[src/rtl/hazard_tracker.sv]
// Stall/forward unit for the 5-stage MIPS pipe with an E/M/W scoreboard and Tnew countdown.
// Optional stall counter port stall_cnt when HAZARD_STATS_EN is defined.
module hazard_tracker (
  input  logic       clk,
  input  logic       rst_n,
  input  logic [4:0] rsD,
  input  logic [4:0] rtD,
  input  logic [4:0] waD,
  input  logic       regWriteD,
  input  logic [1:0] Tuse_rsD,
  input  logic [1:0] Tuse_rtD,
  input  logic [1:0] TnewD,
  output logic       stallD,
  output logic [1:0] fwdRsD,
  output logic [1:0] fwdRtD,
  output logic [1:0] fwdRsE,
  output logic [1:0] fwdRtE,
  output logic       fwdRtM
`ifdef HAZARD_STATS_EN
  ,
  output logic [31:0] stall_cnt
`endif
);

  logic [4:0] e_rs_p0, e_rt_p0, e_wa_p0;
  logic [1:0] e_tnew_p0;
  logic [4:0] m_rt_p1, m_wa_p1;
  logic [1:0] m_tnew_p1;
  logic [4:0] w_wa_p2;

  function automatic logic [1:0] sat_dec(input logic [1:0] x);
    return (x == 2'd0) ? 2'd0 : x - 2'd1;
  endfunction

  // Stall when the youngest pending producer of a source is later than its use
  function automatic logic src_stall(input logic [4:0] r, input logic [1:0] tuse,
                                     input logic [4:0] ewa, input logic [1:0] etn,
                                     input logic [4:0] mwa, input logic [1:0] mtn);
    return (r != 5'd0) && (((ewa == r) && (etn > tuse)) || ((mwa == r) && (mtn > tuse)));
  endfunction

  function automatic logic [1:0] fwd_d(input logic [4:0] r,
                                       input logic [4:0] ewa, input logic [1:0] etn,
                                       input logic [4:0] mwa, input logic [1:0] mtn,
                                       input logic [4:0] wwa);
    logic [1:0] sel;
    sel = 2'd0;
    if (r != 5'd0) begin
      if (ewa == r)      sel = (etn == 2'd0) ? 2'd1 : 2'd0;
      else if (mwa == r) sel = (mtn == 2'd0) ? 2'd2 : 2'd0;
      else if (wwa == r) sel = 2'd3;
    end
    return sel;
  endfunction

  // M holds a younger value than W, so an unready M match suppresses W
  function automatic logic [1:0] fwd_e(input logic [4:0] r,
                                       input logic [4:0] mwa, input logic [1:0] mtn,
                                       input logic [4:0] wwa);
    logic [1:0] sel;
    sel = 2'd0;
    if (r != 5'd0) begin
      if (mwa == r)      sel = (mtn == 2'd0) ? 2'd2 : 2'd0;
      else if (wwa == r) sel = 2'd3;
    end
    return sel;
  endfunction

  always_comb begin
    stallD = src_stall(rsD, Tuse_rsD, e_wa_p0, e_tnew_p0, m_wa_p1, m_tnew_p1) ||
             src_stall(rtD, Tuse_rtD, e_wa_p0, e_tnew_p0, m_wa_p1, m_tnew_p1);
    fwdRsD = fwd_d(rsD, e_wa_p0, e_tnew_p0, m_wa_p1, m_tnew_p1, w_wa_p2);
    fwdRtD = fwd_d(rtD, e_wa_p0, e_tnew_p0, m_wa_p1, m_tnew_p1, w_wa_p2);
    fwdRsE = fwd_e(e_rs_p0, m_wa_p1, m_tnew_p1, w_wa_p2);
    fwdRtE = fwd_e(e_rt_p0, m_wa_p1, m_tnew_p1, w_wa_p2);
    fwdRtM = (m_rt_p1 != 5'd0) && (m_rt_p1 == w_wa_p2);
  end

  // D -> E capture; a stall injects an empty record
  always_ff @(posedge clk or negedge rst_n) begin
    if (!rst_n) begin
      e_rs_p0   <= 5'd0;
      e_rt_p0   <= 5'd0;
      e_wa_p0   <= 5'd0;
      e_tnew_p0 <= 2'd0;
    end else if (stallD) begin
      e_rs_p0   <= 5'd0;
      e_rt_p0   <= 5'd0;
      e_wa_p0   <= 5'd0;
      e_tnew_p0 <= 2'd0;
    end else begin
      e_rs_p0   <= rsD;
      e_rt_p0   <= rtD;
      e_wa_p0   <= regWriteD ? waD : 5'd0;
      e_tnew_p0 <= sat_dec(TnewD);
    end
  end

  // E -> M -> W advance
  always_ff @(posedge clk or negedge rst_n) begin
    if (!rst_n) begin
      m_rt_p1   <= 5'd0;
      m_wa_p1   <= 5'd0;
      m_tnew_p1 <= 2'd0;
      w_wa_p2   <= 5'd0;
    end else begin
      m_rt_p1   <= e_rt_p0;
      m_wa_p1   <= e_wa_p0;
      m_tnew_p1 <= sat_dec(e_tnew_p0);
      w_wa_p2   <= m_wa_p1;
    end
  end

`ifdef HAZARD_STATS_EN
  always_ff @(posedge clk or negedge rst_n) begin
    if (!rst_n)      stall_cnt <= 32'd0;
    else if (stallD) stall_cnt <= stall_cnt + 32'd1;
  end
`endif

endmodule

[config.mk]
export PLATFORM = sky130hd
export DESIGN_NAME = hazard_tracker
export DESIGN_NICKNAME = d
export VERILOG_FILES = /design/src/rtl/hazard_tracker.sv
export SDC_FILE = /design/constraint.sdc
export NUM_CORES = 1
export LEC_CHECK = 0
export BUFFER_PORTS_ARGS = -buffer_cell sky130_fd_sc_hd__buf_4
export CAP_MARGIN = 20
export CORE_MARGIN = 5
export CORE_UTILIZATION = 61
export CTS_CLUSTER_SIZE = 40
export DETAILED_ROUTE_END_ITERATION = 7
export PLACE_DENSITY = 0.83
export SYNTH_ARGS = -nofsm -noshare
export SYNTH_HDL_FRONTEND = slang
export SYNTH_SLANG_ARGS = --single-unit
[constraint.sdc]
create_clock -name clk -period 6.1 [get_ports clk]
set_clock_uncertainty 0.05 [all_clocks]
set_input_delay 1.83 -clock clk [delete_from_list [all_inputs] [get_ports clk]]
set_output_delay 1.83 -clock clk [all_outputs]
set_load 0.02 [all_outputs]
### Word level (Yosys, flattened, before mapping)

Cells that the tools add are included.

* register bits: 34
* bits of input ports: 24
* output and inout bits: 10
* logic and storage cells: 66

* add/subtract/negate cells: 2
* order comparisons: 4
* equality and inequality tests: 11
* mux-type cells: 23
* reduce and logical (&&, ||, !) cells: 18

Operator list (number)
* 5-bit equality test: 11
* 2-bit 2-to-1 mux: 18
* 5-bit nonzero test: 5
* 5-bit 2-to-1 mux: 4
* 2-bit > comparator: 4
* 1-bit logical AND: 7
* 2-bit logical NOT: 3
* 2-bit by 1-bit subtractor with 2-bit output (second input constant): 2
* 1-bit logical OR: 3
* 1-bit 2-to-1 mux: 1

### Logic depth before layout (Yosys ltp)

* depth after elaboration: 6
* gate-level depth with buffers: 8
* gate-level depth less buffers: 7

### Least setup slack after synthesis

Ideal clock, no wire load.

* kind: in2out
* start point: input port rtD[1]
* end point: output port stallD
* arrival: 3053 ps
* data required time: 4220 ps
* slack: 1167 ps
* stages: 5
* path buffers: 0
* cell sequence: or4_1 -> nor2_2 -> a211o_2 -> o22ai_2 -> or2_1

* longest elaborated chain between the ends: 5
* elaborated cells between the ends (all ways): 8
* those cells by class: 2 x eq/ne; 6 x reduce/logical

Ends and longest elaborated chain
* start: declaration: line 7 `input logic [4:0] rtD,`
* 5-bit equality test: line 39 `return (r != 5'd0) && (((ewa == r) && (etn > tuse)) || ((mwa == r) && (mtn > tuse)));`
* 1-bit logical AND: line 39
* 1-bit logical OR: line 39
* 1-bit logical AND *: line 39
* 1-bit logical OR *: line 70 `stallD = src_stall(rsD, Tuse_rsD, e_wa_p0, e_tnew_p0, m_wa_p1, m_tnew_p1) ||`
* end: declaration: line 13 `output logic stallD,`

Mark *: on every way between the ends. The rest lies on a longest branch, timed or not.

### Worst setup path in the final report

Ends and elaborated chain as after synthesis.

==> summary.md <==
| Metric | Value |
|---|---|
| Vias in the first global route | ~1,600 |
| HPWL Detailed | between 3000 and 4000 um |
| Max Clk Rate | 193 MHz |
| Commonest cells in the netlist | 34 x dfrtp_1, 32 x xor2_1, 22 x xnor2_1 |
| Net Sw Frac | between 20 and 30% |
| Die height | ~69 um |
| Fill cells | around 260 |
| CTS tree | yes |
| Initial antenna violation count | 0 |
| CTS Hold Bufs | 0 |
| Seq pwr share | about 45% |
| Power Dens Cells | around 230 nW/um^2 |
| Top Ports | 34 |
| Largest net degree at the start of global routing | 35 |
| Post-CTS Setup Inserts | 0 |
| ANT cells | 0 |
| Tcrit/Tclk final | between 80% and 90% |
| Crit path kind | in -> out |
| Async S/R FF share, synth | between 90% and 100% |
| Post-DR vias/cell | 5.40 |
| Die X | ~69 um |
| Worst-path clk slew | 0.11 ns |
| Pint | roughly 420 uW |
| Post-synth top flop | dfrtp_1 |
| Hold/Removal Path Class | reg -> reg |
| Final wirelength | approximately 4300 um |
| RSZ-0062 raised after global routing | no |
| Clk_lat worst skew | 0.34 ns |
| Sw power | ~150 uW |
| Logic pwr share | 19.0% |
| Status | complete, no violations |
| Yosys cell types | 33 |
| Placed cells | 285 |
| Gate Count Post-Synth | 213 |
| Port buffer count | 33 |
| Ranking of synthesized cells by area | dfrtp_1 40%, xor2_1 13%, xnor2_1 9.1%, ha_1 4.7%, nor3_2 4.3% |
| VDD IR max | 0.148 mV |
| DRC | 0 |
| Seq/Total Area, Yosys | roughly two fifths |
| Mapped Avg Cell Area | between 9 and 10 sq um |
| GRT Resource Usage Total | ~22% |
| CTS max path bufs | 2 |
| Root Driver | clkbuf_4 |
| Fin cells | roughly 290 |
| Fin Setup TNS | 0 ns |
| Post-synth top area cell | dfrtp_1 |
| Slew Limit Fails | 0 |
| Post-Synthesis Net Count | around 250 |
| Die Area | roughly 4700 sq um |
| Per-cell routed wire length | between 10 and 15 um |
| Yosys top cell area share | 40.3% |
| Detailed Routing Iterations Pass 1 | 4 |
| Count leader, synth | dfrtp_1 |
| First-pass GRT wire length | about 7400 um |
| Max-cap check violation count | 0 |
| Clock Sinks | 34 |
| CP startpoint | rtD[1] |
| Total CTS buffers | 5 |
| Post-CTS sizing | 0 |
| LEAKAGE | ~0.0012 uW |
| Reg2Reg Launch Point | m_wa_p1[4] |
| Initial DRC count | just under 50 |
| WP data required | roughly 4.2 ns |
| Final GP Congestion | 0.963 |
| CP Capture Type | output port |
| Share of layout cells above drive strength 1 | 24.3% |
| Worst Tran Pin Value | roughly 0.44 ns |
| Clock share of power | a little over a third |
| Nets | approximately 280 |
| Min-delay src | e_wa_p0[2] |
| Crit-path max FO | 5 |
| Via count | between 1,500 and 2,000 |
| CP Data Arrival Time | approximately 3.3 ns |
| Critical Path Start Type | input pin |
| Initial Util | about 63% |
| Area Overhead vs Synth | 17.8% |
| Endpoints failing setup | 0 |
| Number of flops mapped to enable cells by yosys | 0 |
| Yosys reg bits | 34 |
| Tmin final | a little over 5 ns |
| Core Region | between 3000 and 4000 sq um |
| H-tree lvl count | 2 |
| Rel. slew slack | a little over two thirds |
| Mapped Area | 2110 sq um |
| Yosys warning count | 0 |
| Row count | 21 |
| Routed Antenna Nets | 0 |
| Overflow after GRT | 0 |
| Fin. Hold Viols | 0 |
==> power by group through the flow <==
stage / Combinational, uW / Sequential, uW / Clock (uW)
5_1_grt: 123 / 265 / 223
3_5_place_dp: 111 / 267 / 0
2_1_floorplan: 79.2 / 257 / 0
6_report: 110 / 263 / 206
4_1_cts: 111 / 263 / 208
3_3_place_gp: 109 / 266 / 0
==> cell usage in the layout (no fill, tap or decap), types with 5 or more instances in the layout <==
master	netlist	routed
buf_4	0	35
dfrtp_1	34	34
xor2_1	32	32
xnor2_1	22	22
inv_1	21	21
nor3_1	15	15
nand2_1	12	12
nor3_2	9	9
ha_1	8	8
nor2_1	7	7
nor4_1	6	6
a21oi_1	5	5
clkbuf_4	0	5
==> cell type report <==
class | instances | area [sq um] | share of cell area (%)
Timing Repair Buffer | 35 | 263 | 10.6
Clock inverter | 3 | 68.8 | 2.77
Clock buffer | 5 | 37.5 | 1.51
Sequential cell | 34 | 851 | 34.2
Tap cell | 46 | 57.6 | 2.31
Inverter | 21 | 78.8 | 3.17
Multi-Input combinational cell | 149 | 1130 | 45.5
==> kinds of logic after synthesis <==
logic type / Yosys count / share of synthesized area (%)
AOI/OAI and AO/OA: 19 / 7.05
xor gates and xnor gates: 54 / 22.4
adders and majority gates: 8 / 4.74
buffers and inverters: 30 / 6.10
DFF: 34 / 40.3
muxes: 2 / 0.948
and+or+nand+nor: 66 / 18.5
==> registers in the layout, indices dropped and copies added (netlist names) <==
signal	flops
e_rs_p0	5
e_rt_p0	5
e_wa_p0	5
m_rt_p1	5
m_wa_p1	5
w_wa_p2	5
e_tnew_p0	2
m_tnew_p1	2
==> path summary, 6_finish.rpt <==
kind / to / slack, ns / depth (start not counted)
setup / recovery: stallD / 0.92 / 7
hold / removal: m_wa_p1[2] / 0.40 / 0
setup reg to reg: e_wa_p0[1] / 4.23 / 6
hold reg to reg: m_wa_p1[2] / 0.40 / 0
max in group asynchronous: m_tnew_p1[0] / 4.35 / 1
min in group asynchronous: e_rt_p0[0] / 1.36 / 1
==> worst max-delay path: stages <==
cell and delay (ns):
buf_4 0.14, or4_1 0.53, nor2_2 0.19, a211o_2 0.16
o22ai_4 0.06, or2_1 0.23, buf_4 0.16
==> through the flow <==
stage | area [sq um] | setup slack [ns] | total power, uW | util, % | hold slack [ns]
floorplan | 2110 | 1.17 | 336 | - | 0.359
global placement | 2380 | 0.930 | 375 | 71.4 | 0.374
detailed placement | 2380 | 0.922 | 378 | 71.4 | 0.376
CTS | 2490 | 0.916 | 582 | 74.6 | 0.402
global route | 2490 | 0.838 | 612 | 74.6 | 0.437
finish | 2490 | 0.921 | 579 | 74.6 | 0.398
==> metal layers <==
layer	wire length (um)	global-route usage [%]	vias up
li1	-	-	776
met1	1930	29.6	762
met2	2100	34.6	42
met3	267	6.65	2
met4	26	5.84	0
met5	0	0	-
Note: power is estimated with default switching activity, not from simulation.
